==> src/rtl/i2c_pkg.sv <==
// Shared constants for the I2C bus monitor: idle level, default timing
// parameters and counter widths sized for the legal parameter ranges.
package i2c_pkg;

  localparam logic I2C_IDLE_LEVEL      = 1'b1;
  localparam int   DEF_FILTER_LEN      = 4;
  localparam int   DEF_IDLE_CYCLES     = 1000;
  localparam int   FILTER_LEN_MAX      = 255;
  localparam int   IDLE_CYCLES_MAX     = 65535;
  localparam int   FILT_CNT_W          = $clog2(FILTER_LEN_MAX + 1);
  localparam int   IDLE_CNT_W          = $clog2(IDLE_CYCLES_MAX + 1);

endpackage

==> src/rtl/i2c_glitch_filter.sv <==
// Single-line glitch filter: the filtered level follows the raw line only after
// FILTER_LEN consecutive differing cycles; edge pulses lag the update by one cycle.
module i2c_glitch_filter
  import i2c_pkg::*;
#(
  parameter int FILTER_LEN = DEF_FILTER_LEN
) (
  input  logic clk,
  input  logic rst,
  input  logic raw_in,
  output logic filt_out,
  output logic rise,
  output logic fall
);

  localparam logic [FILT_CNT_W-1:0] CNT_LAST = FILT_CNT_W'(FILTER_LEN - 1);

  logic [FILT_CNT_W-1:0] r_cnt;
  logic                  r_filt;
  logic                  r_prev;
  logic                  r_rise;
  logic                  r_fall;

  always_ff @(posedge clk or posedge rst) begin
    if (rst) begin
      r_cnt  <= '0;
      r_filt <= I2C_IDLE_LEVEL;
      r_prev <= I2C_IDLE_LEVEL;
      r_rise <= 1'b0;
      r_fall <= 1'b0;
    end else begin
      if (raw_in != r_filt) begin
        if (r_cnt == CNT_LAST) begin
          r_filt <= raw_in;
          r_cnt  <= '0;
        end else begin
          r_cnt <= r_cnt + 1'b1;
        end
      end else begin
        r_cnt <= '0;
      end
      // r_prev holds the level from before the last update, so pulses land one cycle after filt moves
      r_prev <= r_filt;
      r_rise <= r_filt & ~r_prev;
      r_fall <= ~r_filt & r_prev;
    end
  end

  assign filt_out = r_filt;
  assign rise     = r_rise;
  assign fall     = r_fall;

endmodule

==> src/rtl/i2c_bus_monitor.sv <==
// I2C bus monitor: filters SCL/SDA, emits SCL edge and START/STOP pulses,
// and tracks bus-busy with an optional idle timeout.
module i2c_bus_monitor
  import i2c_pkg::*;
#(
  parameter int FILTER_LEN  = DEF_FILTER_LEN,
  parameter int IDLE_CYCLES = DEF_IDLE_CYCLES
) (
  input  logic clk,
  input  logic rst,
  input  logic scl_in,
  input  logic sda_in,
  output logic scl_filt,
  output logic sda_filt,
  output logic scl_rise,
  output logic scl_fall,
  output logic start_det,
  output logic stop_det,
  output logic bus_busy,
  output logic idle_timeout
);

  localparam logic [IDLE_CNT_W-1:0] IDLE_LAST =
    IDLE_CNT_W'((IDLE_CYCLES == 0) ? 0 : IDLE_CYCLES - 1);

  logic w_scl_filt, w_sda_filt;
  logic w_scl_rise, w_scl_fall;
  logic w_sda_rise, w_sda_fall;
  logic w_unused_sda_edges;
  logic w_start, w_stop, w_idle_cond, w_timeout;

  logic                  r_scl_prev;
  logic                  r_sda_prev;
  logic                  r_start;
  logic                  r_stop;
  logic                  r_busy;
  logic                  r_timeout;
  logic [IDLE_CNT_W-1:0] r_idle_cnt;

  i2c_glitch_filter #(.FILTER_LEN(FILTER_LEN)) u_scl_filter (
    .clk      (clk),
    .rst      (rst),
    .raw_in   (scl_in),
    .filt_out (w_scl_filt),
    .rise     (w_scl_rise),
    .fall     (w_scl_fall)
  );

  i2c_glitch_filter #(.FILTER_LEN(FILTER_LEN)) u_sda_filter (
    .clk      (clk),
    .rst      (rst),
    .raw_in   (sda_in),
    .filt_out (w_sda_filt),
    .rise     (w_sda_rise),
    .fall     (w_sda_fall)
  );

  assign w_unused_sda_edges = w_sda_rise | w_sda_fall;

  // SCL must be stable high across the SDA transition; a simultaneous SCL edge disqualifies it
  assign w_start     = r_sda_prev & ~w_sda_filt & r_scl_prev & w_scl_filt;
  assign w_stop      = ~r_sda_prev & w_sda_filt & r_scl_prev & w_scl_filt;
  assign w_idle_cond = w_scl_filt & w_sda_filt & r_busy;
  assign w_timeout   = (IDLE_CYCLES != 0) && w_idle_cond && (r_idle_cnt == IDLE_LAST);

  always_ff @(posedge clk or posedge rst) begin
    if (rst) begin
      r_scl_prev <= I2C_IDLE_LEVEL;
      r_sda_prev <= I2C_IDLE_LEVEL;
      r_start    <= 1'b0;
      r_stop     <= 1'b0;
      r_busy     <= 1'b0;
      r_timeout  <= 1'b0;
      r_idle_cnt <= '0;
    end else begin
      r_scl_prev <= w_scl_filt;
      r_sda_prev <= w_sda_filt;
      r_start    <= w_start;
      r_stop     <= w_stop;
      r_timeout  <= w_timeout;
      if (w_start) begin
        r_busy <= 1'b1;
      end else if (w_stop || w_timeout) begin
        r_busy <= 1'b0;
      end
      if ((IDLE_CYCLES == 0) || !w_idle_cond) begin
        r_idle_cnt <= '0;
      end else if (r_idle_cnt != '1) begin
        r_idle_cnt <= r_idle_cnt + 1'b1;
      end
    end
  end

  assign scl_filt     = w_scl_filt;
  assign sda_filt     = w_sda_filt;
  assign scl_rise     = w_scl_rise;
  assign scl_fall     = w_scl_fall;
  assign start_det    = r_start;
  assign stop_det     = r_stop;
  assign bus_busy     = r_busy;
  assign idle_timeout = r_timeout;

endmodule

==> config.mk <==
export PLATFORM = sky130hd
export DESIGN_NAME = i2c_bus_monitor
export DESIGN_NICKNAME = d
export VERILOG_FILES = /design/src/rtl/i2c_pkg.sv /design/src/rtl/i2c_glitch_filter.sv /design/src/rtl/i2c_bus_monitor.sv
export SDC_FILE = /design/constraint.sdc
export NUM_CORES = 1
export LEC_CHECK = 0
export ABC_AREA = 1
export CAP_MARGIN = 10
export CORE_MARGIN = 10
export CORE_UTILIZATION = 40
export DETAILED_ROUTE_END_ITERATION = 8
export PLACE_DENSITY = 0.64
export SLEW_MARGIN = 20
export SYNTH_ARGS = -nofsm -noshare
export SYNTH_HDL_FRONTEND = slang
export SYNTH_SLANG_ARGS = --single-unit
==> constraint.sdc <==
create_clock -name clk -period 2.26 [get_ports clk]
set_input_delay 0.339 -clock clk [delete_from_list [all_inputs] [get_ports clk]]
set_output_delay 0.339 -clock clk [all_outputs]
set_load 0.01 [all_outputs]
# Word level (Yosys, flattened, before mapping)

Cells that the tools add are included.

Divide/modulo/power cells: 0
Eq/ne operators: 7
Magnitude comparators: 0
Bitwise operators: 14
Multiply operators: 0
Shifts and indexed selects: 0
Reductions and logical operators: 5
Add/subtract/negate cells: 3
Mux-type cells: 8

Operators by type and width:

| cell                  | number |
|---|---|
| $mux 16               | 2 |
| $mux 8                | 4 |
| $add 16x1->16 const B | 1 |
| $add 8x1->8 const B   | 2 |
| $eq 16x10->1 const B  | 1 |
| $eq 8x2->1 const B    | 2 |
| $ne 16x16->1 const B  | 1 |
| $and 1x1->1           | 10 |
| $not 1->1             | 4 |
| $reduce_and 2->1      | 2 |
| $mux 1                | 2 |
| $ne 1x1->1            | 2 |
| $ne 2x1->1 const B    | 1 |
| $reduce_bool 2->1     | 1 |
| $logic_and 1x1->1     | 1 |
| $logic_or 1x1->1      | 1 |

Memory bits (read-only): 0
Bits in registers: 42
Memories kept: 0
Bits of input ports: 4
Output and inout port bits: 8
Bits in writable memories: 0
Logic and storage cells: 50
Latch bits: 0

# Logic depth before layout (Yosys ltp)

Gate-level depths: netlist of the first run.

Depth after elaboration: 7
Gate-level depth with buffers: 8

# Hierarchy

Synthesis of the first run repeated with hierarchy kept, for this count alone.

Cells, all modules: 307
Area, all modules: 2,428.6 µm²

Modules (own cells, without submodules):

| module            | area each (µm²) | seq. area each (µm²) | times used | cells an instance |
|---|---|---|---|---|
| i2c_bus_monitor   | 1,257.5         | 553.0                | 1          | 171 |
| i2c_glitch_filter | 585.6           | 302.8                | 2          | 68 |

# Least setup slack after synthesis of the first run

OpenSTA, ideal clock, no wires.

Kind: flip-flop to flip-flop
From: register r_idle_cnt[0]
To: register r_idle_cnt[10]
Setup slack: 0.924 ns
Arrival time: 1.218 ns
Cell stages (with the launch flop): 8
Buffers on the path: 1
Data required time: 2.143 ns
Path through: dfrtp_1 > ha_1 > nand2_2 > nor2_2 > and2_4 > nand3_4 > buf_6 > nand2_1

Longest elaborated chain between the ends: 3
Elaborated cells on any way between the ends: 5
Classes of those cells: 1 x add/sub; 2 x eq/ne; 2 x mux

RTL lines:

| item                   | line                  | source |
|---|---|---|
| start, declared        | i2c_bus_monitor.sv:38 | `logic [IDLE_CNT_W-1:0] r_idle_cnt;` |
| start signal, assigned | i2c_bus_monitor.sv:89 | `r_idle_cnt <= r_idle_cnt + 1'b1;` |
| $add 16x1->16          | i2c_bus_monitor.sv:89 |  |
| $mux 16                | i2c_bus_monitor.sv:88 | `end else if (r_idle_cnt != '1) begin` |
| $mux 16                | i2c_bus_monitor.sv:86 | `if ((IDLE_CYCLES == 0) \|\| !w_idle_cond) begin` |

Parallel ways exist; a longest one is shown, timed or not. The select of a mux whose other input is x is not followed.
A chain may end at the register's enable or synchronous reset.

# Final worst setup path of the first run

From: register u_scl_filter.r_filt, in the netlist u_scl_filter.filt_out
To: output scl_filt

RTL lines:

| item                   | line                    | source |
|---|---|---|
| start, declared        | i2c_glitch_filter.sv:19 | `logic r_filt;` |
| start signal, assigned | i2c_glitch_filter.sv:34 | `r_filt <= raw_in;` |
| end, declared          | i2c_bus_monitor.sv:13   | `output logic scl_filt,` |

No word-level cell between the ends.

==> results.json, run 1 <==
{
  "clock_sinks": 42,
  "fp-row-count": 26,
  "combPwrFrac_pct": 25.8,
  "rsz0062_at_grt": "no",
  "wirelength_um": 4390,
  "gp_congestion": 0.866,
  "fmax_ghz": 0.553,
  "grt_pass1_wl_um": 7970,
  "synthArstFlopShare_pct": 100,
  "top_layer": "met4",
  "cp_cell_sequence": "clkdlybuf4s50_1",
  "yosys_warnings": 0,
  "p_sw_share_pct": 33.2,
  "drt-met1-wl_um": 2060,
  "crit_buf_inv": 1,
  "synthFlopType": "dfrtp_1",
  "drt_pass1_iterations": 4,
  "syn_nets": 284,
  "yosys.area_share.simple_pct": 36.3,
  "ys_types": 26,
  "seq_area_um2": 1060,
  "wl_per_cell_um": 12.0,
  "regMostFlops": "r_idle_cnt",
  "clockBufferDepth": 2,
  "dp_cells": 357,
  "fillers": 524,
  "hold_ws_ps": 403,
  "finalNetCount": 301,
  "synth_top_family_by_area": "simple AND/OR/NAND/NOR gates",
  "ir_drop_v": 0.000662,
  "num_vias": 1782,
  "diodes": 0,
  "synth-edff-count": 0,
  "syn_area_um2": 2200,
  "synth-compound-area-share_pct": 4.88,
  "cap_violations": 0,
  "drtIter0Drc": 131,
  "maxSlewViolCount": 0,
  "muxShareOfSynthArea_pct": 0,
  "antenna_left": 0,
  "worst_slew_pin_slew_ps": 584,
  "grt_max_degree": 43,
  "post_layout_nonfiller_instances": 365,
  "synth_top_area_share_pct": 43.1,
  "yosysSeqAreaShare_pct": 47.9,
  "p_switching_w": 0.000688,
  "cts-buffers-inserted": 5,
  "overflow": 0,
  "pwr-share-seq_pct": 49.1,
  "cts_tree": "yes",
  "ios": 12,
  "routed_via_density": 4.88,
  "hold_buffers": 0,
  "grt_pass1_vias": 1757,
  "cts-root-buf": "clkbuf_8",
  "design.die.area_um2": 8880,
  "p_int_w": 0.00138,
  "synth_largest_area_cell": "dfrtp_1",
  "synth.most_common_cell": "nand2_1",
  "min_path_type": "flip-flop to flip-flop",
  "route.met2.wl_um": 2020,
  "reg_top3": "r_idle_cnt (16), u_scl_filter.r_cnt (8), u_sda_filter.r_cnt (8)",
  "area_growth_pct": 12.6,
  "initial_core_util_pct": 42.1,
  "htreeDepth": 2,
  "power_leakage_nw": 1.16,
  "core_area_um2": 5240,
  "finalSetupViolations": 0,
  "powerDensity_nw_per_um2": 835,
  "tns_ps": 0,
  "grtUsageTotal_pct": 11.0,
  "period_needed_ps": 1810,
  "drive_gt1_share_pct": 11.2,
  "antenna_found_initial": 0,
  "slowest_delay_ps": 610,
  "largest_register_ffs": 16,
  "clock-skew-final_ps": 7.65,
  "clkPwrFrac_pct": 25.1,
  "syn_inst": 277,
  "clk_latency_ps": 290,
  "synthTopCellsByCount": "nand2_1 (60), nor2_1 (41), dfrtp_1 (38)",
  "cp_data_arrival_time_ps": 1470,
  "hold_viol": 0,
  "multi_input_comb_area_um2": 980,
  "cts_resized": 0,
  "status": "completed",
  "route.detailed.drc": 0,
  "wl_met3_um": 236,
  "synthAdderAreaFrac_pct": 1.70,
  "ys_ff_latch": 42,
  "synth_xor_area_share_pct": 1.59,
  "endpoint_kind": "output pin",
  "worstSetupPathType": "flip-flop to output pin",
  "fin_crit_sh_pct": 80.0,
  "port_buffers": 11,
  "postCtsSetupBuffers": 0,
  "synth.area.top_cells": "dfrtp_1 (43%), nand2_1 (10%), nor2_1 (7.0%), nand3_1 (6.4%), inv_1 (6.0%)",
  "critPathLaunchType": "flip-flop",
  "crit_family": "flip-flops",
  "worst_ep_required_time_ps": 1920,
  "syn_avg_cell_area_um2": 7.96,
  "place_hpwl_um": 3210,
  "crit_fanout": 7,
  "clk_pin_slew_ps": 90,
  "die_w_um": 94.2,
  "crit_slowest_cell": "dfstp_2",
  "slew_headroom_pct": 60.8,
  "fp.dieH_um": 94.2
}
## layout make-up
class | count | area share [%]
inverter | 36 | 5.44
tap | 70 | 3.53
clock inverter | 2 | 0.655
multi-input combinational | 196 | 39.5
timing repair buffer | 13 | 5.04
clock buffer | 6 | 3.33
sequential | 42 | 42.5
## metrics by stage
step                util (%)  setup WS (ps)  area [um2]  power, W
global route            47.4            386        2480   0.00223
floorplan                  -            924        2200   0.00138
finish                  47.4            451        2480   0.00207
global placement        45.5            656        2380   0.00156
detailed placement      45.5            633        2380   0.00157
CTS                     47.4            431        2480   0.00211
## worst paths after layout
path | from | to | slack (ps) | cells after the start
min in group asynchronous | rst | u_scl_filter.r_cnt[1] | 480 | 3
hold reg to reg | u_sda_filter.filt_out | r_sda_prev | 400 | 0
setup reg to reg | r_idle_cnt[0] | r_idle_cnt[13] | 760 | 6
setup / recovery | u_scl_filter.filt_out | scl_filt | 450 | 1
hold / removal | u_sda_filter.filt_out | r_sda_prev | 400 | 0
max in group asynchronous | rst | r_sda_prev | 1410 | 3
## placed cells by master, fill, tap and decap left out, types with 2 or more instances in the layout
master,count
nand2_1,60
nor2_1,41
dfrtp_1,38
inv_1,35
nand3_1,28
nand4_1,12
clkdlybuf4s50_1,11
nor3_1,10
a21oi_1,7
nand2_2,6
clkbuf_8,6
o21ai_0,5
or2_2,4
dfstp_2,4
nor2_2,3
xnor2_1,3
o21bai_1,3
ha_1,3
nor2_4,2
nand3_4,2
a31oi_1,2
buf_4,2
## cells by family (layout without fill, tap and decap cells)
group | count (synthesis) | after routing
simple gates | 170 | 170
fa+ha+maj | 3 | 3
buf+inv | 39 | 57
compound gates | 19 | 19
flops | 42 | 42
xor+xnor | 4 | 4
## power groups by stage
| stage | logic [W] | clock network [W] | registers (W) |
|---|---|---|---|
| CTS | 0.000546 | 0.000547 | 0.00102 |
| floorplan | 0.000340 | 0 | 0.00104 |
| global placement | 0.000535 | 0 | 0.00103 |
| global route | 0.000614 | 0.000577 | 0.00104 |
| finish | 0.000535 | 0.000521 | 0.00102 |
| detailed placement | 0.000544 | 0 | 0.00103 |
## layer usage
layer / track usage, % / up-vias
met4: 5.70 / 0
met1: 13.8 / 825
met2: 16.4 / 26
met5: 0 / -
li1: - / 926
met3: 3.68 / 5
Note: power is estimated with default switching activity, not from simulation.
==> run 2, diff against run 1 <==
--- a/config.mk
+++ b/config.mk
@@ -10,7 +10,7 @@
 export CORE_MARGIN = 10
 export CORE_UTILIZATION = 40
 export DETAILED_ROUTE_END_ITERATION = 8
-export PLACE_DENSITY = 0.64
+export PLACE_DENSITY = 0.66
 export SLEW_MARGIN = 20
 export SYNTH_ARGS = -nofsm -noshare
 export SYNTH_HDL_FRONTEND = slang
==> constraint.sdc (replaced) <==
create_clock -name clk -period 1.56 [get_ports clk]
set_input_delay 0.234 -clock clk [delete_from_list [all_inputs] [get_ports clk]]
set_output_delay 0.234 -clock clk [all_outputs]
set_load 0.01 [all_outputs]
==> run 2 against run 1 <==
  * Clock skew is 3.5 ps lower
  * Combinational power is 51% higher
  * Register-to-register slack worse by 640 ps
  * Flip-flop and latch count stayed put
  * Critical path depth stayed put
  * Cell count is 0.82% higher
  * Wire length is 0.89% lower
  * Die area stayed put
  * Via count is 0.28% higher
  * Critical path type unchanged
  * Critical endpoint is now bus_busy
==> results.json, run 2 (synthesis results as in run 1) <==
{
  "status": "completed",
  "fp-row-count": 26,
  "power.total_w": 0.00300,
  "antenna_found_initial": 0,
  "core_area_um2": 5240,
  "hold_buffers": 0,
  "p_int_w": 0.00202,
  "largest_register_ffs": 16,
  "ir_drop_v": 0.000861,
  "worst_slew_pin_slew_ps": 595,
  "num_vias": 1787,
  "routed_via_density": 4.86,
  "initial_core_util_pct": 42.1,
  "cts-root-buf": "clkbuf_8",
  "maxSlewViolCount": 0,
  "placed_cell_area_um2": 2420,
  "crit_buf_inv": 1,
  "regMostFlops": "r_idle_cnt",
  "grtUsageTotal_pct": 10.7,
  "drtIter0Drc": 145,
  "most-common-layout-cells": "nand2_1 (60), nor2_1 (41), dfrtp_1 (38), inv_1 (35), nand3_1 (28)",
  "combPwrFrac_pct": 26.9,
  "drt_pass1_iterations": 4,
  "place_hpwl_um": 3190,
  "antenna_left": 0,
  "endpoint_kind": "output pin",
  "die_w_um": 94.2,
  "reg_top3": "r_idle_cnt (16), u_scl_filter.r_cnt (8), u_sda_filter.r_cnt (8)",
  "cap_violations": 0,
  "crit_slowest_cell": "clkdlybuf4s50_1",
  "finalNetCount": 304,
  "fmax_ghz": 0.682,
  "drive_gt1_share_pct": 12.4,
  "clkPwrFrac_pct": 24.4,
  "crit_fanout": 2,
  "period_needed_ps": 1470,
  "port_buffers": 11,
  "p_sw_share_pct": 32.8,
  "final_area_um2": 2520,
  "min_path_type": "primary input to async pin",
  "hold_viol": 0,
  "htreeDepth": 2,
  "ios": 12,
  "area_growth_pct": 14.2,
  "cp_data_arrival_time_ps": 1230,
  "wl_per_cell_um": 11.8,
  "pwr-share-seq_pct": 48.7,
  "cp_cell_sequence": "clkdlybuf4s50_1",
  "finalSetupViolations": 0,
  "gp_congestion": 0.856,
  "fin_crit_sh_pct": 93.9,
  "clockBufferDepth": 2,
  "overflow": 0,
  "power_leakage_nw": 1.18,
  "final_common_cell": "nand2_1",
  "slowest_delay_ps": 560,
  "grt_pass1_wl_um": 7790,
  "p_switching_w": 0.000986,
  "fp.dieH_um": 94.2,
  "slew_headroom_pct": 60.0,
  "worstSetupPathType": "flip-flop to output pin",
  "cts_tree": "yes",
  "grt_pass1_vias": 1768,
  "clk_pin_slew_ps": 80,
  "grt_max_degree": 31,
  "r2r-end": "r_idle_cnt[6]",
  "route.detailed.drc": 0,
  "powerDensity_nw_per_um2": 1190,
  "critPathLaunchType": "flip-flop",
  "reg2reg_from": "r_idle_cnt[1]",
  "wirelength_um": 4350,
  "clock-skew-final_ps": 4.14,
  "clk_latency_ps": 290,
  "design.die.area_um2": 8880,
  "fillers": 512,
  "r2r_slack_ps": 120,
  "tns_ps": 0,
  "crit_family": "buffers and inverters",
  "clock_sinks": 42,
  "reg2regPathDepth": 6,
  "worst_ep_required_time_ps": 1330,
  "cts-buffers-inserted": 5,
  "rsz0062_at_grt": "no",
  "diodes": 0
}
[run 2: cell count changes in the layout (fill, tap and decap cells not counted)]
cell / previous run / this run
buf_12: 0 / 1
inv_6: 1 / 0
clkdlybuf4s50_1: 11 / 9
ha_1: 3 / 2
nor2_2: 3 / 2
nor2_4: 2 / 3
clkinv_2: 0 / 1
buf_4: 2 / 4
dlygate4sd2_1: 0 / 2
ha_2: 0 / 1
[run 2: power groups by stage]
stage / registers (W) / clock network [W] / logic (W)
global placement: 0.00148 / 0 / 0.000829
CTS: 0.00147 / 0.000765 / 0.000821
detailed placement: 0.00148 / 0 / 0.000835
finish: 0.00146 / 0.000732 / 0.000807
global route: 0.00150 / 0.000804 / 0.000931
floorplan: 0.00150 / 0 / 0.000493
[run 2: area by class of cell]
class                           count  area [um2]  area share, %
Timing Repair Buffer               16         158           6.26
Sequential cell                    42        1060           41.9
Tap cell                           70        87.6           3.48
Multi-Input combinational cell    196         987           39.2
Clock buffer                        6        82.6           3.28
Clock inverter                      2        12.5          0.497
Inverter                           36         135           5.37
[run 2: tightest hold or removal path: stages]
cell and delay [ps]:
clkdlybuf4s50_1 400, inv_1 110, buf_12 210
[run 2: worst max-delay path by stage]
| stage | endpoint | startpoint | depth (start not counted) |
|---|---|---|---|
| final | bus_busy | bus_busy | 1 |
| after global routing | r_idle_cnt[14] | r_idle_cnt[1] | 8 |
| after CTS | bus_busy | bus_busy | 1 |
| after detailed placement | u_scl_filter.r_cnt[0] | scl_in | 5 |
| after global placement | u_scl_filter.r_cnt[2] | scl_in | 5 |
| after floorplan | r_idle_cnt[10] | r_idle_cnt[0] | 7 |
[run 2: per-stage QoR]
step	setup WS [ps]	hold slack [ps]	utilization [%]	cells
final	94.7	303	48.1	368
after detailed placement	26.4	396	46.2	360
after floorplan	224	364	-	277
after global routing	3.65	321	48.1	368
after global placement	57.1	396	46.2	360
after CTS	62.0	304	47.9	368
[run 2: routing by layer]
metal	vias to the layer above	routed length (um)	track usage, %
met5	-	0	0
met4	0	51	3.16
met1	824	2080	12.8
met3	6	234	3.92
met2	27	1980	17.3
li1	930	-	-
[run 2: timing repair]
item,in CTS,in global routing
buffers inserted,0,0
setup endpoints to repair,2,11
gates resized for setup,2,2
==> run 3, diff against run 2 <==
--- a/config.mk
+++ b/config.mk
@@ -11,6 +11,7 @@
 export CORE_UTILIZATION = 40
 export DETAILED_ROUTE_END_ITERATION = 8
 export PLACE_DENSITY = 0.66
+export RECOVER_POWER = 25
 export SLEW_MARGIN = 20
 export SYNTH_ARGS = -nofsm -noshare
 export SYNTH_HDL_FRONTEND = slang
==> run 3 against run 2 <==
  * Sequential share of layout area up 0.31 points
  * Flip-flop and latch count unchanged
  * Design area down 0.75%
  * Register-to-register slack lost 30 ps
  * Via count increased by 0.28%
  * Wire length down 0.16%
  * Cell count unchanged
  * Hold slack gained 100 ps
  * Die area unchanged
  * Highest routed layer unchanged
  * Combinational power shrank 0.6%
  * Fmax about the same
==> results.json, run 3 (synthesis results as in run 1) <==
{
  "cts-root-buf": "clkbuf_8",
  "power.total_w": 0.00300,
  "initial_core_util_pct": 42.1,
  "hold_ws_ps": 404,
  "r2r_slack_ps": 90,
  "final_common_cell": "nand2_1",
  "reg2regPathDepth": 6,
  "fin_ws_ps": 95.0,
  "final_core_util_pct": 47.7,
  "antenna_left": 0,
  "core_area_um2": 5240,
  "drive_gt1_share_pct": 12.1,
  "clk_latency_ps": 290,
  "post-place-ws_ps": 26.4,
  "cp_cell_sequence": "clkdlybuf4s50_1",
  "grt_pass1_vias": 1768,
  "clock-skew-final_ps": 4.09,
  "critPathLaunchType": "flip-flop",
  "ios": 12,
  "cp_data_arrival_time_ps": 1230,
  "worst_ep_required_time_ps": 1330,
  "regMostFlops": "r_idle_cnt",
  "rsz0062_at_grt": "no",
  "clk_pin_slew_ps": 80,
  "wirelength_um": 4340,
  "fp-row-count": 26,
  "hold_buffers": 0,
  "num_vias": 1792,
  "maxSlewViolCount": 0,
  "crit_family": "buffers and inverters",
  "finalSetupViolations": 0,
  "wl_per_cell_um": 11.8,
  "crit_fanout": 2,
  "drtIter0Drc": 160,
  "place_hpwl_um": 3190,
  "grtUsageTotal_pct": 10.7,
  "fmax_ghz": 0.683,
  "slowest_delay_ps": 560,
  "clockBufferDepth": 2,
  "reg_top3": "r_idle_cnt (16), u_scl_filter.r_cnt (8), u_sda_filter.r_cnt (8)",
  "grt_pass1_wl_um": 7790,
  "largest_register_ffs": 16,
  "finalNetCount": 304,
  "reg2reg_from": "r_idle_cnt[1]",
  "grt_max_degree": 31,
  "routed_via_density": 4.87,
  "min_path_type": "flip-flop to flip-flop",
  "cp.depth": 1,
  "status": "completed",
  "r2r-end": "r_idle_cnt[6]",
  "antenna_found_initial": 0,
  "drt_pass1_iterations": 4,
  "design.die.area_um2": 8880,
  "slew_headroom_pct": 51.0,
  "fin_crit_sh_pct": 93.9,
  "overflow": 0,
  "diodes": 0,
  "period_needed_ps": 1470,
  "cts-buffers-inserted": 5,
  "endpoint_kind": "output pin",
  "fillers": 515,
  "worstSetupPathType": "flip-flop to output pin",
  "htreeDepth": 2,
  "crit_buf_inv": 1,
  "area_growth_pct": 13.4,
  "startpoint": "bus_busy",
  "crit_slowest_cell": "clkdlybuf4s50_1",
  "fp.dieH_um": 94.2,
  "route.detailed.drc": 0,
  "top_usage_layer": "met2",
  "worst_slew_pin_slew_ps": 736,
  "die_w_um": 94.2,
  "power_leakage_nw": 1.17,
  "powerDensity_nw_per_um2": 1200,
  "tns_ps": 0,
  "crit_end": "bus_busy",
  "grt.met2_usage_pct": 17.3,
  "met3_usage_pct": 3.92,
  "hold_viol": 0,
  "gp_congestion": 0.856,
  "most-common-layout-cells": "nand2_1 (60), nor2_1 (41), dfrtp_1 (38), inv_1 (35), nand3_1 (28)",
  "cap_violations": 0,
  "clock_sinks": 42,
  "use_met1_pct": 12.8,
  "cts_tree": "yes",
  "port_buffers": 11,
  "ir_drop_v": 0.000863
}
run 3: cell types whose count changed in the layout (fill, tap and decap cells not counted), sizes merged:
| cell | previous run | this run |
|---|---|---|
| clkdlybuf4s50 | 9 | 8 |
| dlygate4sd3 | 0 | 1 |
| clkbuf | 6 | 8 |
| buf | 5 | 3 |
run 3: final cells by class:
type                       count  area [um2]  area share, %
sequential                    42        1060           42.2
multi-input combinational    196         987           39.5
timing repair buffer          16         139           5.56
inverter                      36         135           5.41
tap                           70        87.6           3.50
clock buffer                   6        82.6           3.30
clock inverter                 2        12.5          0.501
run 3: how the worst min path moves through the flow:
stage / slack (ps) / cells past startpoint / start / endpoint
after global placement: 400 / 0 / u_sda_filter.filt_out / r_sda_prev
after detailed placement: 400 / 0 / u_sda_filter.filt_out / r_sda_prev
final: 400 / 0 / u_sda_filter.filt_out / r_sda_prev
after floorplan: 360 / 2 / scl_in / u_scl_filter.filt_out
after global routing: 420 / 0 / u_sda_filter.filt_out / r_sda_prev
after CTS: 300 / 3 / rst / r_idle_cnt[7]
run 3: report_power, final:
part	total [W]	internal (W)	switching, W
Sequential	0.00146	0.00131	0.000153
Clock	0.000732	0.000356	0.000377
Combinational	0.000802	0.000344	0.000458
run 3: stage by stage:
| stage | instances | instance area (um2) |
|---|---|---|
| CTS | 368 | 2510 |
| detailed placement | 360 | 2420 |
| global placement | 360 | 2420 |
| finish | 368 | 2500 |
| global route | 368 | 2500 |
| floorplan | 277 | 2200 |
run 3: timing repair:
action                                  in CTS  in global routing
gates resized for setup                      2                  2
setup buffers                                0                  0
endpoints found under the setup margin       2                 11
pin swaps                                    0                  0
run 3: metal layers:
metal / wire [um] / up-vias
met2: 1980 / 33
met5: 0 / -
met3: 243 / 6
li1: - / 931
met1: 2070 / 822
met4: 51 / 0
